--- src/rtl/fsm_pkg.sv ---
// Shared types and default constants for the serial frame decoder, its interface and bench.
package fsm_pkg;

  localparam int             SYNC_W_DEF      = 8;
  localparam logic [7:0]     SYNC_WORD_DEF   = 8'hA5;
  localparam int             PAYLOAD_W_DEF   = 8;
  localparam int             INIT_CYCLES_DEF = 4;
  localparam int             CNT_W_DEF       = 8;

  localparam logic [1:0]     ST_INIT   = 2'd0;
  localparam logic [1:0]     ST_DECODE = 2'd1;
  localparam logic [1:0]     ST_IDLE   = 2'd2;

  typedef enum logic [1:0] {
    INIT   = ST_INIT,
    DECODE = ST_DECODE,
    IDLE   = ST_IDLE
  } fsmstate_e;

  // Self-loops plus the three forward arcs; reset-driven entry to INIT is outside this check.
  function automatic logic legal_transition(input logic [1:0] from_st, input logic [1:0] to_st);
    logic ok;
    ok = (from_st == to_st)
      || (from_st == ST_INIT   && to_st == ST_IDLE)
      || (from_st == ST_IDLE   && to_st == ST_DECODE)
      || (from_st == ST_DECODE && to_st == ST_IDLE);
    return ok;
  endfunction

endpackage

--- src/rtl/fsmifc.sv ---
// Decoder-side bundle: serial input in, FSM state and decoded frame results out.
interface fsmifc #(
  parameter int PAYLOAD_W = 8,
  parameter int CNT_W     = 8
);
  import fsm_pkg::*;

  logic                 pi;
  logic                 po;
  fsmstate_e            state;
  logic [PAYLOAD_W-1:0] data_out;
  logic                 data_valid;
  logic                 parity_err;
  logic [CNT_W-1:0]     frame_cnt;

  modport cb_dut (
    input  pi,
    output po, state, data_out, data_valid, parity_err, frame_cnt
  );

  modport master (
    input  pi,
    output po, state, data_out, data_valid, parity_err, frame_cnt
  );

  modport slave (
    output pi,
    input  po, state, data_out, data_valid, parity_err, frame_cnt
  );

endinterface

--- src/rtl/fsm_sync_detect.sv ---
// Sync-word hunter: shift register with enable/clear and a combinational match on the
// window formed by the stored history plus the bit currently on the line.
module fsm_sync_detect #(
  parameter int                SYNC_W    = 8,
  parameter logic [SYNC_W-1:0] SYNC_WORD = 8'hA5
) (
  input  logic clk,
  input  logic reset,
  input  logic en_i,
  input  logic clr_i,
  input  logic bit_i,
  output logic match_o
);

  if (SYNC_W < 2) begin : g_bad_width
    $error("fsm_sync_detect: SYNC_W must be at least 2");
  end
  if (SYNC_WORD == '0) begin : g_bad_word
    $error("fsm_sync_detect: SYNC_WORD must not be all-zero");
  end

  // Only SYNC_W-1 history bits are kept: the oldest bit of a full-width shifter never
  // reaches the match window.
  logic [SYNC_W-2:0] sr_q, sr_d;
  logic [SYNC_W-1:0] window;

  assign window  = {sr_q, bit_i};
  assign match_o = (window == SYNC_WORD);

  always_comb begin
    sr_d = sr_q;
    if (clr_i) begin
      sr_d = '0;
    end else if (en_i) begin
      sr_d = window[SYNC_W-2:0];
    end
  end

  always_ff @(posedge clk or posedge reset) begin
    if (reset) begin
      sr_q <= '0;
    end else begin
      sr_q <= sr_d;
    end
  end

endmodule

--- src/rtl/fsm_frame_decoder.sv ---
// Serial frame decoder: INIT settle, hunt for the sync word, shift in an MSB-first payload,
// check even parity and present the byte with valid/good-frame pulses and a saturating count.
module fsm_frame_decoder
  import fsm_pkg::*;
#(
  parameter int                SYNC_W      = SYNC_W_DEF,
  parameter logic [SYNC_W-1:0] SYNC_WORD   = SYNC_W'(SYNC_WORD_DEF),
  parameter int                PAYLOAD_W   = PAYLOAD_W_DEF,
  parameter int                INIT_CYCLES = INIT_CYCLES_DEF,
  parameter int                CNT_W       = CNT_W_DEF
) (
  input  logic  clk,
  input  logic  reset,
  fsmifc.cb_dut bus
);

  localparam int INIT_W = $clog2(INIT_CYCLES + 1);
  localparam int BIT_W  = $clog2(PAYLOAD_W + 1);

  logic [1:0]           state_q, state_d;
  logic [INIT_W-1:0]    init_cnt_q, init_cnt_d;
  logic [BIT_W-1:0]     bit_cnt_q, bit_cnt_d;
  logic [PAYLOAD_W-1:0] payload_q, payload_d;
  logic [PAYLOAD_W-1:0] data_q, data_d;
  logic                 po_q, po_d;
  logic                 valid_q, valid_d;
  logic                 perr_q, perr_d;
  logic [CNT_W-1:0]     cnt_q, cnt_d;

  logic                 sync_en, sync_clr, sync_match;
  logic [PAYLOAD_W-1:0] payload_shift;
  logic                 parity_bad;

  fsm_sync_detect #(
    .SYNC_W    (SYNC_W),
    .SYNC_WORD (SYNC_WORD)
  ) u_sync (
    .clk     (clk),
    .reset   (reset),
    .en_i    (sync_en),
    .clr_i   (sync_clr),
    .bit_i   (bus.pi),
    .match_o (sync_match)
  );

  if (PAYLOAD_W > 1) begin : g_shift_multi
    assign payload_shift = {payload_q[PAYLOAD_W-2:0], bus.pi};
  end else begin : g_shift_single
    assign payload_shift = bus.pi;
  end

  // Parity is judged over the full payload plus the bit arriving on this edge.
  assign parity_bad = ^{payload_q, bus.pi};

  always_comb begin
    // NOTE: every variable gets a default before the case so no path leaves it unassigned;
    // a missing default here would infer a latch.
    state_d    = state_q;
    init_cnt_d = init_cnt_q;
    bit_cnt_d  = bit_cnt_q;
    payload_d  = payload_q;
    data_d     = data_q;
    po_d       = 1'b0;
    valid_d    = 1'b0;
    perr_d     = perr_q;
    cnt_d      = cnt_q;
    sync_en    = 1'b0;
    sync_clr   = 1'b0;

    case (state_q)
      ST_INIT: begin
        if (init_cnt_q == INIT_W'(INIT_CYCLES)) begin
          state_d = ST_IDLE;
        end else begin
          init_cnt_d = init_cnt_q + 1'b1;
        end
      end

      ST_IDLE: begin
        sync_en = 1'b1;
        if (sync_match) begin
          sync_clr  = 1'b1;
          state_d   = ST_DECODE;
          bit_cnt_d = '0;
        end
      end

      ST_DECODE: begin
        if (bit_cnt_q == BIT_W'(PAYLOAD_W)) begin
          state_d = ST_IDLE;
          data_d  = payload_q;
          valid_d = 1'b1;
          perr_d  = parity_bad;
          po_d    = ~parity_bad;
          if (!parity_bad && cnt_q != '1) begin
            cnt_d = cnt_q + 1'b1;
          end
        end else begin
          payload_d = payload_shift;
          bit_cnt_d = bit_cnt_q + 1'b1;
        end
      end

      default: state_d = ST_INIT;
    endcase
  end

  always_ff @(posedge clk or posedge reset) begin
    if (reset) begin
      state_q    <= ST_INIT;
      init_cnt_q <= '0;
      bit_cnt_q  <= '0;
      payload_q  <= '0;
      data_q     <= '0;
      po_q       <= 1'b0;
      valid_q    <= 1'b0;
      perr_q     <= 1'b0;
      cnt_q      <= '0;
    end else begin
      // NOTE: non-blocking assignments so every register samples the pre-edge values.
      state_q    <= state_d;
      init_cnt_q <= init_cnt_d;
      bit_cnt_q  <= bit_cnt_d;
      payload_q  <= payload_d;
      data_q     <= data_d;
      po_q       <= po_d;
      valid_q    <= valid_d;
      perr_q     <= perr_d;
      cnt_q      <= cnt_d;
    end
  end

  assign bus.state      = fsmstate_e'(state_q);
  assign bus.po         = po_q;
  assign bus.data_out   = data_q;
  assign bus.data_valid = valid_q;
  assign bus.parity_err = perr_q;
  assign bus.frame_cnt  = cnt_q;

  a_legal_transition: assert property (
    @(posedge clk) disable iff (reset) legal_transition(state_q, state_d)
  );

endmodule

--- src/flat_wrapper.sv ---
// flat-port wrapper written by rule: the top's interface ports become plain ports
module fsm_frame_decoder_flat import fsm_pkg::*;
#(
  parameter int                SYNC_W      = SYNC_W_DEF,
  parameter logic [SYNC_W-1:0] SYNC_WORD   = SYNC_W'(SYNC_WORD_DEF),
  parameter int                PAYLOAD_W   = PAYLOAD_W_DEF,
  parameter int                INIT_CYCLES = INIT_CYCLES_DEF,
  parameter int                CNT_W       = CNT_W_DEF
)
  (clk, reset, bus_pi, bus_po, bus_state, bus_data_out, bus_data_valid, bus_parity_err, bus_frame_cnt);
  fsmifc #(.PAYLOAD_W(PAYLOAD_W), .CNT_W(CNT_W)) bus_i ();
  input  logic clk;
  input  logic reset;
  input wire logic [$bits(bus_i.pi)-1:0] bus_pi;
  output wire logic [$bits(bus_i.po)-1:0] bus_po;
  output wire logic [$bits(bus_i.state)-1:0] bus_state;
  output wire logic [$bits(bus_i.data_out)-1:0] bus_data_out;
  output wire logic [$bits(bus_i.data_valid)-1:0] bus_data_valid;
  output wire logic [$bits(bus_i.parity_err)-1:0] bus_parity_err;
  output wire logic [$bits(bus_i.frame_cnt)-1:0] bus_frame_cnt;
  assign bus_i.pi = bus_pi;
  assign bus_po = bus_i.po;
  assign bus_state = bus_i.state;
  assign bus_data_out = bus_i.data_out;
  assign bus_data_valid = bus_i.data_valid;
  assign bus_parity_err = bus_i.parity_err;
  assign bus_frame_cnt = bus_i.frame_cnt;
  fsm_frame_decoder #(.SYNC_W(SYNC_W), .SYNC_WORD(SYNC_WORD), .PAYLOAD_W(PAYLOAD_W), .INIT_CYCLES(INIT_CYCLES), .CNT_W(CNT_W)) u_core (.clk(clk), .reset(reset), .bus(bus_i));
endmodule
--- config.mk ---
export PLATFORM = sky130hd
export DESIGN_NAME = fsm_frame_decoder_flat
export DESIGN_NICKNAME = d
export VERILOG_FILES = /design/src/rtl/fsm_pkg.sv /design/src/rtl/fsmifc.sv /design/src/rtl/fsm_sync_detect.sv /design/src/rtl/fsm_frame_decoder.sv /design/src/flat_wrapper.sv
export SDC_FILE = /design/constraint.sdc
export NUM_CORES = 1
export LEC_CHECK = 0
export ABC_AREA = 1
export CAP_MARGIN = 20
export CORE_ASPECT_RATIO = 0.6
export CORE_UTILIZATION = 60
export CTS_CLUSTER_DIAMETER = 30
export CTS_CLUSTER_SIZE = 40
export DETAILED_ROUTE_END_ITERATION = 8
export PLACE_DENSITY_LB_ADDON = 0.05
export SYNTH_ARGS = -nofsm -noshare
export SYNTH_HDL_FRONTEND = slang
export SYNTH_HIERARCHICAL = 1
export SYNTH_SLANG_ARGS = --single-unit
--- constraint.sdc ---
create_clock -name clk -period 2.7 [get_ports clk]
set_input_delay 0.405 -clock clk [delete_from_list [all_inputs] [get_ports clk]]
set_output_delay 0.405 -clock clk [all_outputs]
set_load 0.01 [all_outputs]
After elaboration in Yosys (flattened, before gate mapping)
Index checks and enable logic that the tools add are counted.
{"block": "totals", "regBits": 43, "inputBits": 3, "output_inout_bits": 21}
{"block": "op_classes", "add_sub_neg": 3, "eq_ne": 10, "mux": 16, "bitwise_logic": 3, "reduce_logical": 12}
{"cell": "$mux W7", "count": 2}
{"cell": "$reduce_and A3 Y1", "count": 3}
{"cell": "$reduce_xor A9 Y1", "count": 1}
{"cell": "$add A8 B1 Y8 const B", "count": 1}
{"cell": "$eq A8 B8 Y1 const B", "count": 1}
{"cell": "$mux W4", "count": 2}
{"cell": "$ne A8 B8 Y1 const B", "count": 1}
{"cell": "$pmux W4 S2", "count": 1}
{"cell": "$mux W1", "count": 7}
{"cell": "$mux W2", "count": 3}
{"cell": "$ne A2 B1 Y1 const B", "count": 3}
{"cell": "$pmux W2 S3", "count": 1}
{"cell": "$reduce_and A2 Y1", "count": 3}
{"cell": "$add A4 B1 Y4 const B", "count": 1}
{"cell": "$eq A4 B4 Y1 const B", "count": 1}
{"cell": "$reduce_bool A2 Y1", "count": 2}
{"cell": "$add A3 B1 Y3 const B", "count": 1}
{"cell": "$eq A3 B3 Y1 const B", "count": 1}
{"cell": "$not A1 Y1", "count": 3}
{"cell": "$eq A2 B1 Y1 const B", "count": 1}
{"cell": "$eq A2 B2 Y1 const B", "count": 1}
{"cell": "$logic_not A2 Y1", "count": 1}
{"cell": "$ne A2 B2 Y1 const B", "count": 1}
{"cell": "$logic_and A1 B1 Y1", "count": 1}
{"cell": "$logic_not A1 Y1", "count": 1}

Longest topological paths before layout
Gate-level depths: netlist of the first run.
{"block": "logic_depth", "depth_word": 4, "ltp_mapped": 12}

Hierarchy
Netlist of the first run, hierarchy kept.
{"module": "fsm_frame_decoder", "instances": 1, "cells_per_inst": 217, "area_each_um2": 1838.0, "seq_area_each_um2": 900.9}
{"module": "fsm_sync_detect", "instances": 1, "cells_per_inst": 41, "area_each_um2": 335.3, "seq_area_each_um2": 175.2}

Least setup slack after synthesis of the first run
OpenSTA, ideal clock, no wires.
{"block": "synth_path", "kind": "register -> register", "startpoint": "register u_core.cnt_q[0] (netlist: u_core/bus.frame_cnt[0])", "endpoint": "register u_core.cnt_q[6] (netlist: u_core/bus.frame_cnt[6])", "arrival_time_ns": 1.404, "path_slack_ns": 1.231, "path_stages_with_launch": 10, "n_path_buf": 0, "period_less_slack_ns": 1.469, "cell_sequence": "dfrtp_1 -> ha_1 -> nand2_1 -> inv_2 -> nand2_1 -> nor2_1 -> nand3_2 -> nand4_4 -> nand2_1 -> nand2_1"}
{"block": "synth_via", "elab_chain_len": 3}
{"item": "start: declaration", "line_no": "fsm_frame_decoder.sv:28", "text": "logic [CNT_W-1:0] cnt_q, cnt_d;"}
{"item": "start signal: assignment", "line_no": "fsm_frame_decoder.sv:129", "text": "cnt_q <= cnt_d;"}
{"item": "branches (longest 3 deep; another with $add A8 B1 Y8)"}
Several ways; the timed one is not identified.
A chain may end at the register's enable or synchronous reset.

Worst setup path after layout of the first run
{"block": "layout_path", "startpoint": "register u_core.bit_cnt_q[0]", "endpoint": "register u_core.cnt_q[0] (netlist: u_core/bus.frame_cnt[0])"}
{"block": "layout_via", "elab_chain_len": 2}
{"item": "start: declaration", "line_no": "fsm_frame_decoder.sv:22", "text": "logic [BIT_W-1:0] bit_cnt_q, bit_cnt_d;"}
{"item": "start signal: assignment", "line_no": "fsm_frame_decoder.sv:123", "text": "bit_cnt_q <= bit_cnt_d;"}
{"item": "$eq A4 B4 Y1", "line_no": "fsm_frame_decoder.sv:89", "text": "if (bit_cnt_q == BIT_W'(PAYLOAD_W)) begin"}
{"item": "$reduce_and A3 Y1 (no source line)"}
No other way between the ends.

==> reports/qor.yml, run 1 <==
synth:
  ys_ff_latch: 43
  async_flop_share_pct: 100.0
  yosys_warnings: 6
  synth_cell_types: 27
  avgSynthCellArea_um2: 8.424
  synth_cells: 258
  synth_ff_type: "dfrtp_1"
  syn_area_mm2: 0.002173
  synth_nets: 266
  ys_seq_area_share_pct: 49.51
  synth_edf_count: 0
layout:
  n_fill_cell: 271
  fin_nets: 295
  antenna_cells: 0
  layout_common_cells: "nand2_1, dfrtp_1, clkdlybuf4s50_1, nand3_1, inv_1"
  drive_above_1_share_pct: 12.15
  area_growth_pct: 17.73
  mostFrequentLayoutCell: "nand2_1"
  fin_area_mm2: 0.002559
power_and_ir_drop:
  seq_power_share_pct: 52.3
  intPower_w: 0.001047
  power.total_w: 0.001468
  power.density_mw_per_mm2: 573.7
  switchingPower_w: 0.0004214
  vdd_drop_max_uv: 526.9
  leakage_nw: 1.270
  pwr-share-clk_pct: 30.5
  swShare_pct: 28.71
  pwr-share-comb_pct: 17.3
job:
  maxCapViolations: 0
drt:
  drt_iter0_drc: 101
  drt_first_pass_iters: 4
  ant_nets: 0
  wl_mm: 4.145
  drc_errors: 0
  wire_per_inst_um: 12.45
  via_per_inst: 5.123
  vias: 1706
global_route:
  grt_pass1_wl_mm: 7.410
  track_usage_pct: 25.77
  antenna_found_initial: 0
  grt_max_degree: 37
  grt_pass1_vias: 1610
  gr-total-overflow: 0
floorplan:
  num_io_pins: 24
  dieArea_mm2: 0.003875
  start_util_pct: 64.62
  core_area_mm2: 0.003363
  fp.dieW_um: 79.70
  die_y_um: 48.62
  rows: 16
clocking:
  cts-root-buf: "clkbuf_8"
  cts_resized: 0
  cts_buffers: 5
  h-tree-depth: 2
  postCtsSetupBuffers: 0
  tritoncts: "yes"
  clkTransAtPathRegs_ps: 80
  ctsLongestPathBuffers: 2
  cts.sink_count: 43
  clock_latency_ps: 300
  ctsHoldBuffers: 0
placed_design:
  port_buffers: 23
  dpl.hpwl_mm: 2.867
  gp_congestion: 0.7933
  placed_area_mm2: 0.002459
worst_setup_path:
  cpMostUsedCell: "nand2_1"
  worstSetupPathType: "flop to flop"
  cp_slowest_stage_delay_ps: 400
  r2r_start: "u_core/bit_cnt_q[0]"
  path_max_fanout: 17
  cp_cell_sequence: "inv_1 -> ha_1 -> nand2_1 -> nor2_1 -> nand2_1 -> inv_2 -> nand2_4 -> nor2_8 -> nand3_1 -> nand2_1"
  required_ps: 2940
  cp.arrival_ps: 2180
  cp.buffers_inverters: 2
  critPathTopFamily: "simple AND/OR/NAND/NOR gates"
  critPathLaunchType: "flop"
  critPathLaunch: "u_core/bit_cnt_q[0]"
  end_kind: "flop"
  rr_worst_depth: 10
  cp.depth: 10
  slowest_stage: "dfrtp_1"
  timing.rr.end: "u_core/bus.frame_cnt[0]"
  regToRegSetupSlack_ps: 760
min_path:
  hp-class: "primary input to async pin"
sta:
  fin_tns_setup_ps: 0
  period_needed_ps: 1945
  fmax_mhz: 514.2
  tightest_slew_ps: 539.8
  timing.hold.ws_ps: 359.4
  rsz0062_at_grt: "no"
  drv_slew: 0
  setup_viol: 0
  period_share_pct: 72.03
  hold_viol: 0
  fin_worst_skew_ps: 8.121
  maxSlewHeadroom_pct: 63.93
outcome:
  status: "complete, no violations"
## stage by stage
step / utilization [%] / std cells / worst slack, ps
floorplan: - / 258 / 1231
global placement: 73.10 / 325 / 693.2
detailed placement: 73.10 / 325 / 636.4
CTS: 76.08 / 333 / 761.2
global route: 76.08 / 333 / 540.2
finish: 76.08 / 333 / 755.1
## power by group through the flow
stage | clock (W) | combinational [W] | sequential, W
after global routing | 0.000486 | 0.000296 | 0.000775
final | 0.000447 | 0.000254 | 0.000767
after floorplan | 0 | 0.000204 | 0.000766
after CTS | 0.000457 | 0.000257 | 0.000766
after detailed placement | 0 | 0.000257 | 0.000778
after global placement | 0 | 0.000249 | 0.000777
## worst max-delay path by stage
stage               slack (ps)                       to
finish                     760  u_core/bus.frame_cnt[0]
global route               540  u_core/bus.frame_cnt[0]
CTS                        760  u_core/bus.frame_cnt[0]
detailed placement         640  u_core/bus.frame_cnt[7]
global placement           690    u_core/u_sync/sr_q[0]
floorplan                 1230  u_core/bus.frame_cnt[6]
## Yosys cell counts, types with 2 or more instances
| library cell | instances | area share [%] |
|---|---|---|
| nor2_2 | 2 | 0.58 |
| inv_2 | 8 | 1.4 |
| xor2_1 | 3 | 1.2 |
| nand3_1 | 23 | 5.3 |
| ha_1 | 5 | 2.9 |
| nand2_4 | 4 | 2.1 |
| nand2_2 | 5 | 1.4 |
| nor2_1 | 17 | 2.9 |
| o21ai_0 | 19 | 4.4 |
| nor2_8 | 2 | 1.8 |
| inv_1 | 22 | 3.8 |
| xnor2_1 | 5 | 2.0 |
| a21oi_1 | 2 | 0.46 |
| nand2_1 | 85 | 15 |
| dfrtp_1 | 43 | 50 |
| clkbuf_1 | 2 | 0.35 |
## cell families after synthesis
logic type,Yosys count,share of synthesized area (%)
xor+xnor,8,3.224
compound gates,23,5.988
fa+ha+maj,5,2.879
simple gates,144,31.95
buf+inv,35,6.448
flops,43,49.51
## area by class of cell
class	instances	area (um2)	share of cell area, %
multi-input combinational	180	957.2	37.41
inverter	31	116.4	4.548
clock buffer	8	100.1	3.912
sequential	43	1076	42.05
tap	45	56.30	2.200
timing repair buffer	26	252.7	9.878
## layer usage
layer	global-route usage (%)	share of wire (%)	vias to the layer above
li1	-	-	866
met1	35.53	50	785
met2	37.46	43	46
met3	7.736	6.1	9
met4	11.52	1.8	0
met5	0	0	-
## registers in the layout (all words and copies together), names as in the netlist
| signal | cells |
|---|---|
| u_core/init_cnt_q | 3 |
| u_core/u_sync/sr_q | 7 |
| u_core/bus.data_out | 8 |
| u_core/bit_cnt_q | 4 |
| u_core/bus.state | 2 |
| u_core/bus.frame_cnt | 8 |
| u_core/payload_q | 8 |
| u_core/bus.parity_err | 1 |
| u_core/bus.data_valid | 1 |
| u_core/bus.po | 1 |
(Power assumes the default switching activity.)
==> run 2, diff against run 1 <==
CORE_UTILIZATION = 56   (was 60)
clock period = 1.9 ns   (was 2.7 ns; I/O delays follow)
==> run 2 against run 1 <==
Net effect: utilization shrank 7.0 points; total power is 37% higher; largest cell class unchanged; via count decreased by 3.9%; first-iteration DRC count grew 5.0%; flip-flop and latch count stayed put; register-to-register slack worse by 500 ps.
==> reports/qor.yml, run 2 (synthesis results as in run 1) <==
worst_setup_path:
  end_kind: "flop"
  r2r_start: "u_core/bus.frame_cnt[0]"
  required_ps: 2080
  timing.rr.end: "u_core/bus.frame_cnt[3]"
  cp.arrival_ps: 1850
  critPathLaunchType: "primary input"
  worstSetupPathType: "primary input to flop"
  rr_worst_depth: 9
  regToRegSetupSlack_ps: 260
  path_max_fanout: 8
min_path:
  hp-class: "primary input to async pin"
drt:
  vias: 1639
  drt_iter0_drc: 106
  wire_per_inst_um: 11.56
  ant_nets: 0
  wl_mm: 3.897
  drt_first_pass_iters: 4
  via_per_inst: 4.864
  drc_errors: 0
placed_design:
  gp_congestion: 0.7459
  port_buffers: 23
  dp.cells: 329
  dpl.hpwl_mm: 2.779
clocking:
  h-tree-depth: 2
  cts.sink_count: 43
  cts_buffers: 5
  clock_latency_ps: 290
  postCtsSetupBuffers: 0
  ctsHoldBuffers: 0
  tritoncts: "yes"
  clkTransAtPathRegs_ps: 80
  cts_resized: 0
  cts-root-buf: "clkbuf_8"
  ctsLongestPathBuffers: 2
sta:
  maxSlewHeadroom_pct: 69.43
  rsz0062_at_grt: "no"
  tightest_slew_ps: 458.5
  hold_viol: 0
  fmax_mhz: 601.5
  setup_viol: 0
  period_needed_ps: 1662
  fin_worst_skew_ps: 5.083
  period_share_pct: 87.49
  drv_slew: 0
power_and_ir_drop:
  power.density_mw_per_mm2: 784.6
  vdd_drop_max_uv: 608.3
  leakage_nw: 1.270
floorplan:
  num_io_pins: 24
  rows: 17
  start_util_pct: 58.72
  dieArea_mm2: 0.004142
  fp.dieW_um: 82.43
  core_area_mm2: 0.003701
  die_y_um: 50.26
layout:
  stdcell_count: 337
  final_core_util_pct: 69.10
  layout_common_cells: "nand2_1, dfrtp_1, clkdlybuf4s50_1, nand3_1, inv_1"
  fin_nets: 297
  antenna_cells: 0
  drive_above_1_share_pct: 12.41
  mostFrequentLayoutCell: "nand2_1"
  area_growth_pct: 17.67
global_route:
  grt_pass1_wl_mm: 6.658
  track_usage_pct: 21.72
  gr-total-overflow: 0
  grt_pass1_vias: 1471
  grt_max_degree: 37
  antenna_found_initial: 0
job:
  maxCapViolations: 0
outcome:
  status: "complete, no violations"
## run 2: changes by cell type in the layout (fill, tap and decap cells not counted), sizes merged
cell    delta
buf        +2
clkbuf     -1
clkinv     +1
## run 2: how the worst max path moves through the flow
stage / from / endpoint / slack [ps] / cells after the start
2_1_floorplan: u_core/bus.frame_cnt[0] / u_core/bus.frame_cnt[6] / 430 / 9
3_5_place_dp: bus_pi / u_core/bus.frame_cnt[3] / -80 / 13
5_1_grt: bus_pi / u_core/bus.frame_cnt[5] / 30 / 13
4_1_cts: bus_pi / u_core/bus.frame_cnt[3] / 230 / 13
3_3_place_gp: bus_pi / u_core/bus.frame_cnt[3] / 5 / 12
6_report: bus_pi / u_core/bus.frame_cnt[3] / 240 / 13
## run 2: stage by stage
stage / cell area [um2] / worst slack (ps) / setup TNS [ps] / total power [W] / hold slack (ps)
2_1_floorplan: 2173 / 431.5 / 0 / 0.001378 / 88.40
3_3_place_gp: 2476 / 4.548 / 0 / 0.001462 / 461.3
3_5_place_dp: 2476 / -78.34 / -524.7 / 0.001469 / 461.2
4_1_cts: 2557 / 232.3 / 0 / 0.002027 / 263.7
5_1_grt: 2557 / 34.32 / 0 / 0.002126 / 310.8
6_report: 2557 / 237.6 / 0 / 0.002007 / 263.1
## run 2: power breakdown
group	leakage, nW	total, W	switching (W)	internal [W]
Clock	0.0422	0.000553	0.000295	0.000258
Combinational	0.666	0.000364	0.000219	0.000145
Sequential	0.562	0.00109	0.0000792	0.00101
## run 2: layer usage
metal	vias up	wire (um)	GRT usage, %
li1	872	-	-
met1	732	2137	32.24
met2	28	1546	30.72
met3	7	165	5.455
met4	0	47	7.018
met5	-	0	0
## run 2: worst max-delay path, stage by stage
cell             delay [ps]
clkdlybuf4s50_1         510
nand2_1                 140
inv_1                    60
nor2_2                   90
nand2_2                  70
nand2_4                  70
clkinv_1                 90
nand2_4                 100
nand2_1                  70
nand2_2                  80
nand4_4                 130
nand2_1                 100
nand2_1                  60
## run 2: area by class of cell
class | count | area (um2)
clock buffer | 7 | 76.32
clock inverter | 1 | 5.005
fill | 308 | 1144
inverter | 31 | 116.4
multi-input combinational | 180 | 957.2
sequential | 43 | 1076
tap | 47 | 58.81
timing repair buffer | 28 | 267.8
==> run 3, diff against run 2 <==
CORE_UTILIZATION = 44   (was 56)
TNS_END_PERCENT = 20   (was default)
==> run 3 against run 2 <==
Net effect: register-to-register slack got worse by 60 ps; clock skew increased by 4.6 ps; sequential power about the same; first-iteration DRC count increased by 1.9%; global-route usage decreased by 4.4 points; largest cell class unchanged.
==> reports/qor.yml, run 3 (synthesis results as in run 1) <==
sta:
  setup_viol: 0
  timing.hold.ws_ps: 237.6
  fin_tns_setup_ps: 0
  fin_worst_skew_ps: 9.707
  maxSlewHeadroom_pct: 69.85
  tightest_slew_ps: 452.3
  period_needed_ps: 1697
  fmax_mhz: 589.4
  hold_viol: 0
  drv_slew: 0
  rsz0062_at_grt: "no"
  period_share_pct: 89.30
power_and_ir_drop:
  power.density_mw_per_mm2: 771.8
  pwr-share-clk_pct: 27.8
  switchingPower_w: 0.0005849
  pwr-share-comb_pct: 18.0
  swShare_pct: 29.23
  intPower_w: 0.001416
  leakage_nw: 1.279
  seq_power_share_pct: 54.2
  vdd_drop_max_uv: 353.7
drt:
  vias: 1669
  drt_iter0_drc: 108
  drt_first_pass_iters: 4
  via_per_inst: 4.701
  wire_per_inst_um: 11.74
  ant_nets: 0
  drc_errors: 0
  wl_mm: 4.167
layout:
  drive_above_1_share_pct: 13.01
  layout_common_cells: "nand2_1, dfrtp_1, clkdlybuf4s50_1, nand3_1, inv_1"
  fin_nets: 299
  area_growth_pct: 19.29
  mostFrequentLayoutCell: "nand2_1"
  antenna_cells: 0
clocking:
  cts.sink_count: 43
  cts-root-buf: "clkbuf_8"
  ctsLongestPathBuffers: 2
  tritoncts: "yes"
  ctsHoldBuffers: 0
  clkTransAtPathRegs_ps: 80
  cts_buffers: 5
  h-tree-depth: 2
  clock_latency_ps: 290
  postCtsSetupBuffers: 0
  cts_resized: 0
floorplan:
  num_io_pins: 24
  fp.dieW_um: 92.73
  core_area_mm2: 0.004659
  die_y_um: 56.44
  rows: 19
  start_util_pct: 46.64
  dieArea_mm2: 0.005234
min_path:
  hp-class: "primary input to async pin"
worst_setup_path:
  path_max_fanout: 9
  required_ps: 2130
  regToRegSetupSlack_ps: 200
  cp.arrival_ps: 1930
  worstSetupPathType: "flop to flop"
  end_kind: "flop"
  critPathLaunchType: "flop"
  rr_worst_depth: 9
global_route:
  gr-total-overflow: 0
  track_usage_pct: 17.37
  grt_max_degree: 37
  antenna_found_initial: 0
  grt_pass1_wl_mm: 6.969
  grt_pass1_vias: 1498
placed_design:
  dpl.hpwl_mm: 3.100
  gp_congestion: 0.7547
  port_buffers: 23
job:
  maxCapViolations: 0
outcome:
  status: "complete, no violations"
run 3: layer usage:
layer / GRT usage, % / up-vias / part of all wire (%)
li1: - / 877 / -
met1: 27.02 / 771 / 58
met2: 22.96 / 19 / 39
met3: 4.878 / 2 / 2.7
met4: 5.275 / 0 / 0.36
met5: 0 / - / 0
run 3: worst max-delay path, stage by stage (launching register included):
cell     delay [ps]
dfrtp_1         420
ha_1            190
nand2_1          70
inv_2            80
nand2_1          50
nor2_1          200
nand3_2         250
nand4_4         230
nand2_1          80
nand2_1          70
run 3: final cells by class:
type                            instances  area (um2)
Timing Repair Buffer                   30       282.8
Sequential cell                        43        1076
Fill cell                             466        2067
Multi-Input combinational cell        180       957.2
Clock inverter                          1       5.005
Tap cell                               63       78.83
Clock buffer                            7       76.32
Inverter                               31       116.4
run 3: power groups by stage:
stage | combinational, W | clock (W) | sequential [W]
2_1_floorplan | 0.000290 | 0 | 0.00109
3_3_place_gp | 0.000363 | 0 | 0.00110
3_5_place_dp | 0.000368 | 0 | 0.00110
4_1_cts | 0.000369 | 0.000582 | 0.00109
5_1_grt | 0.000412 | 0.000620 | 0.00110
6_report | 0.000361 | 0.000555 | 0.00108
run 3: worst paths after layout:
| kind | start | endpoint |
|---|---|---|
| hold reg to reg | u_core/u_sync/sr_q[6] | u_core/u_sync/sr_q[6] |
| min in group clk | u_core/u_sync/sr_q[6] | u_core/u_sync/sr_q[6] |
| setup / recovery | u_core/bus.frame_cnt[0] | u_core/bus.frame_cnt[0] |
| hold / removal | reset | u_core/u_sync/sr_q[5] |
| max in group asynchronous | reset | u_core/init_cnt_q[2] |
| setup reg to reg | u_core/bus.frame_cnt[0] | u_core/bus.frame_cnt[0] |
run 3: per-stage QoR:
stage                     setup slack (ps)  cells  util (%)  total power (W)  cell area (um2)
after floorplan                      431.5    258         -         0.001378             2173
after global placement               29.41    347     53.89         0.001466             2511
after detailed placement            -41.61    347     53.89         0.001471             2511
after CTS                            200.6    355     55.64         0.002037             2592
after global routing                 46.54    355     55.64         0.002133             2592
final                                203.2    355     55.64         0.002001             2592
